### config.mk
export PLATFORM = sky130hd
export DESIGN_NAME = wallace_mac_acc
export DESIGN_NICKNAME = d
export VERILOG_FILES = /design/src/rtl/wallace_mac_acc.sv
export SDC_FILE = /design/constraint.sdc
export NUM_CORES = 1
export LEC_CHECK = 0
export CAP_MARGIN = 15
export CORE_MARGIN = 8
export CORE_UTILIZATION = 66
export CTS_BUF_LIST = sky130_fd_sc_hd__clkbuf_2
export DETAILED_ROUTE_END_ITERATION = 10
export DONT_BUFFER_PORTS = 1
export PLACE_DENSITY = 0.89
export RECOVER_POWER = 25
export SLEW_MARGIN = 10
export SYNTH_ARGS = -nofsm -noshare
export SYNTH_HDL_FRONTEND = slang
export SYNTH_SLANG_ARGS = --single-unit
### constraint.sdc
create_clock -name clk -period 3.4 [get_ports clk]
set_clock_uncertainty 0.2 [all_clocks]
set_input_delay 0.51 -clock clk [delete_from_list [all_inputs] [get_ports clk]]
set_output_delay 0.51 -clock clk [all_outputs]
set_load 0.02 [all_outputs]
### src/rtl/wallace_mac_acc.sv
// ============================================================================
// Module   : wallace_mac_acc
// Purpose  : Length-counted accumulator for 17-bit Wallace multiplier products
//            with ready/valid handshakes and a sticky overflow flag.
// Revision : 1.0 - initial release
// ============================================================================
`default_nettype none

module wallace_mac_acc #(
   parameter int ACC_W = 24
) (
   input  logic             clk,
   input  logic             rst_n,
   input  logic             start,
   input  logic [7:0]       len,
   input  logic [16:0]      prod,
   input  logic             prod_valid,
   output logic             prod_ready,
   output logic [ACC_W-1:0] acc_out,
   output logic             acc_valid,
   input  logic             acc_ready,
   output logic             overflow,
   output logic             busy
);

   typedef enum logic [1:0] {
      IDLE = 2'd0,
      ACC  = 2'd1,
      DONE = 2'd2
   } state_t;

   state_t           r_state;
   state_t           w_state_nxt;
   logic [7:0]       r_remaining;
   logic [ACC_W-1:0] r_acc;
   logic             r_ovf;
   logic             w_accept;
   logic [ACC_W:0]   w_sum;

   assign w_accept = (r_state == ACC) && prod_valid;
   // One extra bit catches the carry out of the accumulator MSB.
   assign w_sum    = {1'b0, r_acc} + (ACC_W+1)'(prod);

   always_comb begin
      w_state_nxt = r_state;
      case (r_state)
         IDLE: begin
            if (start) begin
               w_state_nxt = (len != 8'd0) ? ACC : DONE;
            end
         end
         ACC: begin
            if (w_accept && (r_remaining == 8'd1)) begin
               w_state_nxt = DONE;
            end
         end
         DONE: begin
            if (acc_ready) begin
               w_state_nxt = IDLE;
            end
         end
         default: w_state_nxt = IDLE;
      endcase
   end

   always_ff @(posedge clk) begin
      if (!rst_n) begin
         r_state     <= IDLE;
         r_acc       <= '0;
         r_ovf       <= 1'b0;
         r_remaining <= 8'd0;
      end else begin
         r_state <= w_state_nxt;
         if ((r_state == IDLE) && start) begin
            r_acc       <= '0;
            r_ovf       <= 1'b0;
            r_remaining <= len;
         end else if (w_accept) begin
            r_acc       <= w_sum[ACC_W-1:0];
            r_ovf       <= r_ovf | w_sum[ACC_W];
            r_remaining <= r_remaining - 8'd1;
         end
      end
   end

   // Handshake outputs are pure state decodes, so no input reaches an output.
   assign prod_ready = (r_state == ACC);
   assign acc_valid  = (r_state == DONE);
   assign busy       = (r_state != IDLE);
   assign acc_out    = r_acc;
   assign overflow   = r_ovf;

endmodule

`default_nettype wire

# After elaboration in Yosys (flattened, before gate mapping)
# Cells that the tools add are included.
[classes]
n_bitwise = 2
add_sub_neg = 2
eq_ne = 6
muxes = 7
reduce_logical = 9
[op_table]
columns = ["cell", "n"]
rows = [
  ["adder 24 x 17 -> 25 bit", 1],
  ["2-to-1 mux 8 bit", 2],
  ["== test 8 x 1 -> 1 bit, second input constant", 1],
  ["2-to-1 mux 2 bit", 4],
  ["nonzero test 8 bit", 1],
  ["subtractor 8 x 1 -> 8 bit, second input constant", 1],
  ["case mux 2 bit (3 select lines)", 1],
  ["!= test 2 x 1 -> 1 bit, second input constant", 2],
  ["nonzero test 2 bit", 2],
  ["logical AND 1 bit", 3],
  ["AND reduction 3 bit", 1],
  ["== test 2 x 1 -> 1 bit, second input constant", 1],
  ["== test 2 bit, second input constant", 1],
  ["logical NOT 2 bit", 1],
  ["!= test 2 bit, second input constant", 1],
  ["OR reduction 2 bit", 1],
  ["inverter 1 bit", 1],
  ["bitwise OR 1 bit", 1],
]
[word_totals]
regBits = 35
word_cells = 30

# Longest topological paths before layout
# Gate-level depths: netlist of the first run.
[depth]
ltp_word = 5
ltp_mapped = 9
depth_no_buf = 9

# Worst setup path after synthesis of the first run
# OpenSTA, ideal clock, no wires.
[synth_timing]
path_type = "input-to-reg"
start = "in prod[0]"
end = "reg r_acc[20] (netlist: acc_out[20])"
setup_slack_ps = 882
setup_ps = 71
path_stages = 9
arrival_time_ps = 2247
cell_sequence = "ha_1 fa_1 a21oi_1 nand4b_4 a2111oi_4 nor2_2 a2bb2oi_2 or3_1 a21oi_1"
[synth_via]
elab_chain_len = 1
[synth_rtl]
columns = ["element", "line", "source"]
rows = [
  ["start: declaration", "16", "input logic [16:0] prod,"],
  ["adder 24 x 17 -> 25 bit", "42", "assign w_sum = {1'b0, r_acc} + (ACC_W+1)'(prod);"],
  ["end signal: assignment", "79", "r_acc <= w_sum[ACC_W-1:0];"],
  ["end: declaration", "35", "logic [ACC_W-1:0] r_acc;"],
]
# Every way passes these cells.
# A chain may end at the register's enable or synchronous reset.

# Final worst setup path of the first run
[layout_timing]
start = "reg r_acc[0] (netlist: acc_out[0])"
end = "reg r_acc[20] (netlist: acc_out[20])"
[layout_via]
elab_chain_len = 1
[layout_rtl]
columns = ["element", "line"]
rows = [
  ["adder 24 x 17 -> 25 bit", "42"],
]
# Every way passes these cells.

==> impl_metrics.ini, run 1 <==
[status]
status = complete, no violations

[placement]
numPortBuffers = 0
finalWeightedCongestion = 0.940
placed_area_sq_mm = 0.00240
place_ws_ns = 0.637
dp.cells = 327
dp_hpwl_um = 4300

[setup_path]
timing.rr.start = acc_out[0]$_SDFFE_PP0P_
crit_arrival_ns = 2.89
cp.depth = 9
critPathKind = reg2reg
cpMostUsedCell = a21oi_1
critical_path.max_stage_delay_ns = 0.50
r2r_slack_ns = 0.63
worstPathMaxFanout = 7
startpoint = acc_out[0]$_SDFFE_PP0P_
end_kind = flip-flop
regToRegEndpoint = acc_out[20]$_SDFFE_PP0P_
worstPathRequired_ns = 3.52
path_cells = ha_1, fa_1, a21oi_1, nand4b_4, a2111oi_4, nor2_2, a2bb2oi_2, or3_1, a21oi_1
reg2reg_depth = 9
path_buf_inv = 0
crit_end = acc_out[20]$_SDFFE_PP0P_
path_delay_family = compound AO/OA/AOI/OAI gates
cp_slowest_cell = dfxtp_1
critPathLaunchType = flip-flop

[clocking]
cts_sinks = 35
ctsRootBufferMaster = clkbuf_2
cts_tree = done
cts_setup_buffers = 0
cts_hold_buf = 0
clockBufferDepth = 2
clock_latency_ns = 0.39
post_cts_resize_count = 0
clk_pin_slew_worst_paths_ns = 0.17
cts_buffers = 5
cts.htree.levels = 2

[sta]
fin_hold_ws_ns = 0.0164
max-slew-margin-rel = 0.574
final_hold_viol_count = 0
finalMaxSlewViolations = 0
final.setup.worst_slack_ns = 0.632
rsz0062_at_grt = false
worstMarginPinSlew_ns = 0.639
final.min_clock_period_ns = 2.77
fin_crit_sh = 0.814
setup_tns_ns = 0
fmax_ghz = 0.361
setup_viol = 0

[floorplan]
die_h_um = 76.2
io_pins = 58
die-area_sq_mm = 0.00581
initial_utilization = 0.669
die_x_um = 76.2
rows = 22
core_area_sq_mm = 0.00358

[route]
drt_wl_total_um = 5640
via_per_inst = 6.46
drc = 0
num_vias = 2156
drt_first_pass_iters = 5
wl_per_cell_um = 16.9
ant_nets = 0
drt_iter0_markers = 144

[grt]
grt_pass1_wl_um = 9600
antenna_found_initial = 0
grt_usage = 0.196
grt_pass1_vias = 2089
grt_max_degree = 27
grt-ovfl-total = 0

[cells_and_area]
final_nets = 336
antenna_cells = 0
fin_area_sq_mm = 0.00243
final.fill_count = 309
syn_to_final_growth_pct = 1.46
drive_gt1_frac = 0.0734
stdcell_count = 334
post-route-util = 0.679
ff_latch_area_sq_um = 701
multi_input_area_sq_mm = 0.00158

[synth]
ys_ff_latch = 35
synth_area_leaders = dfxtp_1, ha_1, a21oi_1
yosysWarningCount = 0
synth.most_common_cell = dfxtp_1
async_flop_share = 0
yosys_most_used_dff = dfxtp_1
ys_top_cells_by_count = dfxtp_1, nand2_1, a21oi_1
syn-num-nets = 337
synth_area_sq_mm = 0.00239
syn_inst = 287
ys_seq_area_frac = 0.293
synth.distinct_cells = 58
synth_edf_count = 0
synth_top_area_cell = dfxtp_1
synthDominantCellAreaShare = 0.293
synth.avg_cell_area_sq_um = 8.34

[run]
cap_viol_max_count = 0

[pwr]
p_leak_nw = 0.921
worst_ir_drop_vdd_mv = 0.237
power_density_mw_per_mm2 = 353
total_power_mw = 0.858

[worst_hold_path]
hold_class = in2reg
-- cell families after synthesis --
kind of cell    after synthesis  share of synthesized area
compound gates               93                      0.273
simple gates                103                      0.221
xor+xnor                     15                     0.0549
mux                           1                    0.00470
fa+ha+maj                    20                      0.108
flops                        35                      0.293
buf+inv                      20                     0.0465
-- area by class of cell --
type                       instances  area share
sequential                        35       0.288
inverter                          10      0.0154
clock buffer                       5      0.0103
tap                               48      0.0247
multi-input combinational        232       0.651
timing repair buffer               2     0.00618
clock inverter                     2     0.00360
-- report_power, final --
group / switching [mW] / internal, mW
combinational: 0.130 / 0.0794
clock: 0.144 / 0.0434
sequential: 0.0299 / 0.431
total: 0.304 / 0.554
-- flip-flops by register name, indices dropped and copies added, names as in the netlist --
| signal | flops |
|---|---|
| acc_out | 24 |
| overflow | 1 |
| r_remaining | 8 |
| r_state | 2 |
-- cell usage in the layout (no fill, tap or decap), drive strengths merged, types with 3 or more instances in the layout --
master / instances
or3: 3
a211o: 4
nor2b: 9
a21oi: 28
o21bai: 3
xnor2: 8
dfxtp: 35
and2: 5
o21a: 5
clkbuf: 5
or4: 4
a211oi: 3
a21o: 4
xor2: 7
o211ai: 3
inv: 10
nand2: 31
nand3: 14
ha: 19
nor2: 22
a221oi: 5
o21ai: 19
a21boi: 3
nor3: 3
nand4: 4
-- worst reg2reg max path, cell delays in order (launching register included) --
cell       delay (ns)
dfxtp_1          0.50
ha_1             0.26
fa_1             0.22
a21oi_1          0.09
nand4b_4         0.19
a2111oi_4        0.40
nor2_2           0.11
a2bb2oi_2        0.21
or3_1            0.35
a21oi_1          0.16
-- how the worst min path moves through the flow --
stage,from,end,slack [ns],depth (start not counted)
after global routing,rst_n,r_state[1]$_SDFFE_PN0P_,0.02,2
after global placement,r_remaining[6]$_SDFFE_PN0P_,r_remaining[6]$_SDFFE_PN0P_,0.27,2
after detailed placement,r_remaining[6]$_SDFFE_PN0P_,r_remaining[6]$_SDFFE_PN0P_,0.27,2
after floorplan,r_remaining[6]$_SDFFE_PN0P_,r_remaining[6]$_SDFFE_PN0P_,0.25,2
final,rst_n,r_state[1]$_SDFFE_PN0P_,0.02,2
after CTS,rst_n,r_state[1]$_SDFFE_PN0P_,0.02,2
-- per-layer routing --
metal  GRT usage  wire length (um)
met5           0                 0
met4      0.0481                79
met3      0.0861               602
met2       0.331              2630
met1       0.219              2330
No activity file was read; power rests on OpenSTA's default activity.
==> inputs of run 2 (changes only) <==
==> constraint.sdc (replaced) <==
create_clock -name clk -period 2.8 [get_ports clk]
set_clock_uncertainty 0.2 [all_clocks]
set_input_delay 0.42 -clock clk [delete_from_list [all_inputs] [get_ports clk]]
set_output_delay 0.42 -clock clk [all_outputs]
set_load 0.02 [all_outputs]
==> run 2 against run 1 <==
  * Count of clock-buffer cells in the layout rose by 2
  * Sequential power is 21% higher
  * Worst hold slack about the same
  * Cell count up 3.9%
  * Critical endpoint is now acc_out[16]$_SDFFE_PP0P_
  * Largest cell class unchanged
  * Largest power group unchanged
  * Highest routed layer unchanged
==> impl_metrics.ini, run 2 (synthesis gave the netlist of run 1 again) <==
[status]
status = complete, no violations

[pwr]
worst_ir_drop_vdd_mv = 0.356
p_leak_nw = 0.984
power_density_mw_per_mm2 = 424

[route]
num_vias = 2221
via_per_inst = 6.40
drt_iter0_markers = 116
drt_first_pass_iters = 4
drt_wl_total_um = 5920
ant_nets = 0
wl_per_cell_um = 17.1
drc = 0

[clocking]
cts_buffers = 5
clk_pin_slew_worst_paths_ns = 0.18
cts_tree = done
cts.htree.levels = 2
ctsRootBufferMaster = clkbuf_2
post_cts_resize_count = 0
clock_latency_ns = 0.38
clockBufferDepth = 2
cts_sinks = 35
cts_setup_buffers = 0

[floorplan]
die_x_um = 76.2
die-area_sq_mm = 0.00581
rows = 22
io_pins = 58
initial_utilization = 0.669
core_area_sq_mm = 0.00358
die_h_um = 76.2

[sta]
rsz0062_at_grt = false
fin_hold_ws_ns = 0.0160
fin_crit_sh = 0.939
max-slew-margin-rel = 0.702
finalMaxSlewViolations = 0
final.min_clock_period_ns = 2.63
fmax_ghz = 0.380
worstMarginPinSlew_ns = 0.447
setup_viol = 0
final.setup.worst_slack_ns = 0.170
setup_tns_ns = 0
final_hold_viol_count = 0

[setup_path]
end_kind = flip-flop
regToRegEndpoint = acc_out[16]$_SDFFE_PP0P_
cpMostUsedCell = o21ai_1
cp_slowest_cell = dfxtp_1
critPathKind = reg2reg
timing.rr.start = acc_out[12]$_SDFFE_PP0P_
worstPathMaxFanout = 6
critical_path.max_stage_delay_ns = 0.55
path_cells = ha_1, and2_2, a221oi_1, buf_4, o21bai_1, a21oi_1, o21ai_1, xnor2_1, o21ai_1
r2r_slack_ns = 0.17
path_buf_inv = 1
path_delay_family = compound AO/OA/AOI/OAI gates
crit_arrival_ns = 2.75
critPathLaunchType = flip-flop
worstPathRequired_ns = 2.92
reg2reg_depth = 9

[placement]
numPortBuffers = 0
finalWeightedCongestion = 0.960
place_ws_ns = 0.202
dp_hpwl_um = 4520

[cells_and_area]
layout_common_cells = dfxtp_1, nand2_1, a21oi_1
largest_register_ffs = 24
syn_to_final_growth_pct = 5.64
final.fill_count = 313
final_nets = 348
antenna_cells = 0
drive_gt1_frac = 0.104
layout_commonest_cell = dfxtp_1
post-route-util = 0.707

[run]
cap_viol_max_count = 0

[grt]
gr-usage-met2 = 0.320
grt-ovfl-total = 0
antenna_found_initial = 0
grt_pass1_wl_um = 9800
use_met1 = 0.233
use_met3 = 0.0837
grt_pass1_vias = 2177
grt_max_degree = 24
grt_usage = 0.203
grt_busiest_layer = met2

[worst_hold_path]
min_from = len[2]
hold_class = in2reg
hold_path_depth = 2
whs_endpoint = r_remaining[2]$_SDFFE_PN0P_
run 2: per-layer routing:
layer  wire length [um]  share of wire  up-vias
met5                  0              0        -
met4                121          0.020        0
met3                653           0.11       16
met2               2760           0.47       97
met1               2390           0.40     1020
li1                   -              -     1088
run 2: worst max-delay path by stage:
| stage | from | end | slack [ns] | cells past startpoint |
|---|---|---|---|---|
| after floorplan | acc_out[0]$_SDFFE_PP0P_ | acc_out[20]$_SDFFE_PP0P_ | 0.29 | 9 |
| after global placement | prod[0] | overflow$_SDFFE_PP0P_ | 0.27 | 9 |
| after detailed placement | prod[0] | acc_out[20]$_SDFFE_PP0P_ | 0.20 | 9 |
| after CTS | acc_out[12]$_SDFFE_PP0P_ | acc_out[16]$_SDFFE_PP0P_ | 0.19 | 9 |
| after global routing | acc_out[12]$_SDFFE_PP0P_ | acc_out[16]$_SDFFE_PP0P_ | 0.02 | 9 |
| final | acc_out[12]$_SDFFE_PP0P_ | acc_out[16]$_SDFFE_PP0P_ | 0.17 | 9 |
run 2: through the flow:
step                      cells  instance area, sq um  power (mW)
after detailed placement    336                  2460       0.835
final                       347                  2530        1.07
after floorplan             287                  2390       0.782
after CTS                   347                  2530        1.08
after global placement      336                  2460       0.825
after global routing        347                  2530        1.13
run 2: layout make-up:
| class | instances | area (sq um) | share of cell area |
|---|---|---|---|
| Clock buffer | 7 | 35.0 | 0.0138 |
| Clock inverter | 1 | 5.00 | 0.00198 |
| Inverter | 10 | 37.5 | 0.0148 |
| Multi-Input combinational cell | 232 | 1580 | 0.626 |
| Sequential cell | 35 | 701 | 0.277 |
| Tap cell | 48 | 60.1 | 0.0237 |
| Timing Repair Buffer | 14 | 109 | 0.0430 |
run 2: what timing repair did:
item | CTS | global route
setup endpoints to repair | 0 | 0
hold buffers | 3 | 0
hold endpoints to repair | 10 | 0
run 2: power by group:
group	switching, mW	internal (mW)	leakage, nW
clock network	0.171	0.0682	0.0330
logic	0.170	0.108	0.666
registers	0.0329	0.523	0.284
total	0.374	0.699	0.984
==> inputs of run 3 (changes only) <==
==> constraint.sdc (replaced) <==
create_clock -name clk -period 2.8 [get_ports clk]
set_clock_uncertainty 0.2 [all_clocks]
set_input_delay 0.14 -clock clk [delete_from_list [all_inputs] [get_ports clk]]
set_output_delay 0.14 -clock clk [all_outputs]
set_load 0.02 [all_outputs]
==> run 3 against run 2 <==
  * Combinational power rose by 13%
  * Utilization grew 6.3 points
  * Routed wire length rose by 6.9%
  * Flip-flop and latch count unchanged
  * Die area did not move
  * Sequential power about the same
  * Largest cell class unchanged
==> impl_metrics.ini, run 3 (synthesis gave the netlist of run 1 again) <==
[cells_and_area]
layout_common_cells = dfxtp_1, nand2_1, a21oi_1
syn_to_final_growth_pct = 15.0
largest_register_ffs = 24
stdcell_count = 369
fin_area_sq_mm = 0.00275
final_nets = 372
antenna_cells = 0
drive_gt1_frac = 0.0903
layout_commonest_cell = dfxtp_1

[clocking]
cts_buffers = 5
cts_sinks = 35
clock_latency_ns = 0.39
cts_setup_buffers = 0
ctsRootBufferMaster = clkbuf_2
clockBufferDepth = 2
clk_pin_slew_worst_paths_ns = 0.17
cts.htree.levels = 2
cts_tree = done

[setup_path]
reg2reg_depth = 8
worstPathMaxFanout = 7
worstPathRequired_ns = 2.92
startpoint = acc_out[2]$_SDFFE_PP0P_
end_kind = flip-flop
critPathLaunchType = flip-flop
timing.rr.start = acc_out[2]$_SDFFE_PP0P_
critPathKind = reg2reg
crit_arrival_ns = 2.71

[route]
drt_first_pass_iters = 5
drc = 0
via_per_inst = 6.31
wl_per_cell_um = 17.2
drt_iter0_markers = 220
drt_wl_total_um = 6330
ant_nets = 0
num_vias = 2329

[sta]
rsz0062_at_grt = false
setup_viol = 0
setup_tns_ns = 0
worstMarginPinSlew_ns = 0.522
fmax_ghz = 0.386
finalMaxSlewViolations = 0
max-slew-margin-rel = 0.652
final_hold_viol_count = 0
fin_hold_ws_ns = 0.0388
final.min_clock_period_ns = 2.59
fin_crit_sh = 0.925

[pwr]
p_leak_nw = 1.07
power_density_mw_per_mm2 = 395
total_power_mw = 1.09
worst_ir_drop_vdd_mv = 0.316

[placement]
dp_hpwl_um = 4480
numPortBuffers = 0
dp.cells = 337
finalWeightedCongestion = 0.948
placed_area_sq_mm = 0.00247

[floorplan]
die_h_um = 76.2
die_x_um = 76.2
rows = 22
initial_utilization = 0.669
core_area_sq_mm = 0.00358
io_pins = 58
die-area_sq_mm = 0.00581

[worst_hold_path]
hold_path_depth = 3
hold_class = in2reg
min_from = prod[12]

[run]
cap_viol_max_count = 0

[grt]
grt_pass1_vias = 2301
grt_max_degree = 19
antenna_found_initial = 0
grt_pass1_wl_um = 10500
grt-ovfl-total = 0
grt_usage = 0.216

[status]
status = complete, no violations
==> run 3: cell types whose count changed in the layout (fill, tap and decap cells not counted), sizes merged <==
cell	change
dlygate4sd3	+23
clkinv	-1
==> run 3: where the power goes <==
part           switching, mW  total (mW)  leakage, nW  internal (mW)
Clock                  0.159       0.216       0.0249         0.0563
Combinational          0.184       0.315        0.762          0.131
Sequential            0.0344       0.557        0.284          0.523
Total                  0.378        1.09         1.07          0.710
==> run 3: through the flow <==
step / util / setup WS (ns)
final: 0.770 / 0.209
after global placement: 0.691 / 0.336
after global routing: 0.770 / 0.0583
after detailed placement: 0.691 / 0.257
after floorplan: - / 0.291
after CTS: 0.772 / 0.217
==> run 3: layout make-up <==
type	instances	area, sq um
Fill cell	259	825
Multi-Input combinational cell	232	1580
Timing Repair Buffer	38	343
Tap cell	48	60.1
Inverter	10	37.5
Sequential cell	35	701
Clock buffer	6	30.0
==> run 3: path summary, 6_finish.rpt <==
path,end,slack [ns]
worst min register to register,r_remaining[6]$_SDFFE_PN0P_,0.32
worst max-delay path,acc_out[20]$_SDFFE_PP0P_,0.21
worst max register to register,acc_out[20]$_SDFFE_PP0P_,0.21
worst min-delay path,acc_out[12]$_SDFFE_PP0P_,0.04
==> run 3: worst max-delay path, cell delays in order (launching register included) <==
cell and delay [ns]:
dfxtp_1 0.43, ha_1 0.38, a21oi_1 0.11, nand4b_4 0.20, a2111oi_4 0.40, nor2_2 0.11, a2bb2oi_2 0.21, or3_1 0.34
a21oi_1 0.14
==> run 3: timing repair <==
action / in CTS / in global routing
endpoints found under the hold margin: 30 / 0
setup endpoints to repair: 0 / 0
hold buffers: 26 / 0
resized for setup: 0 / 0
==> run 3: routing by layer <==
layer,vias to the layer above,global-route usage,part of all wire
met5,-,0,0
met4,0,0.110,0.027
met3,20,0.0790,0.090
met2,108,0.344,0.47
met1,1070,0.248,0.41
li1,1131,-,-
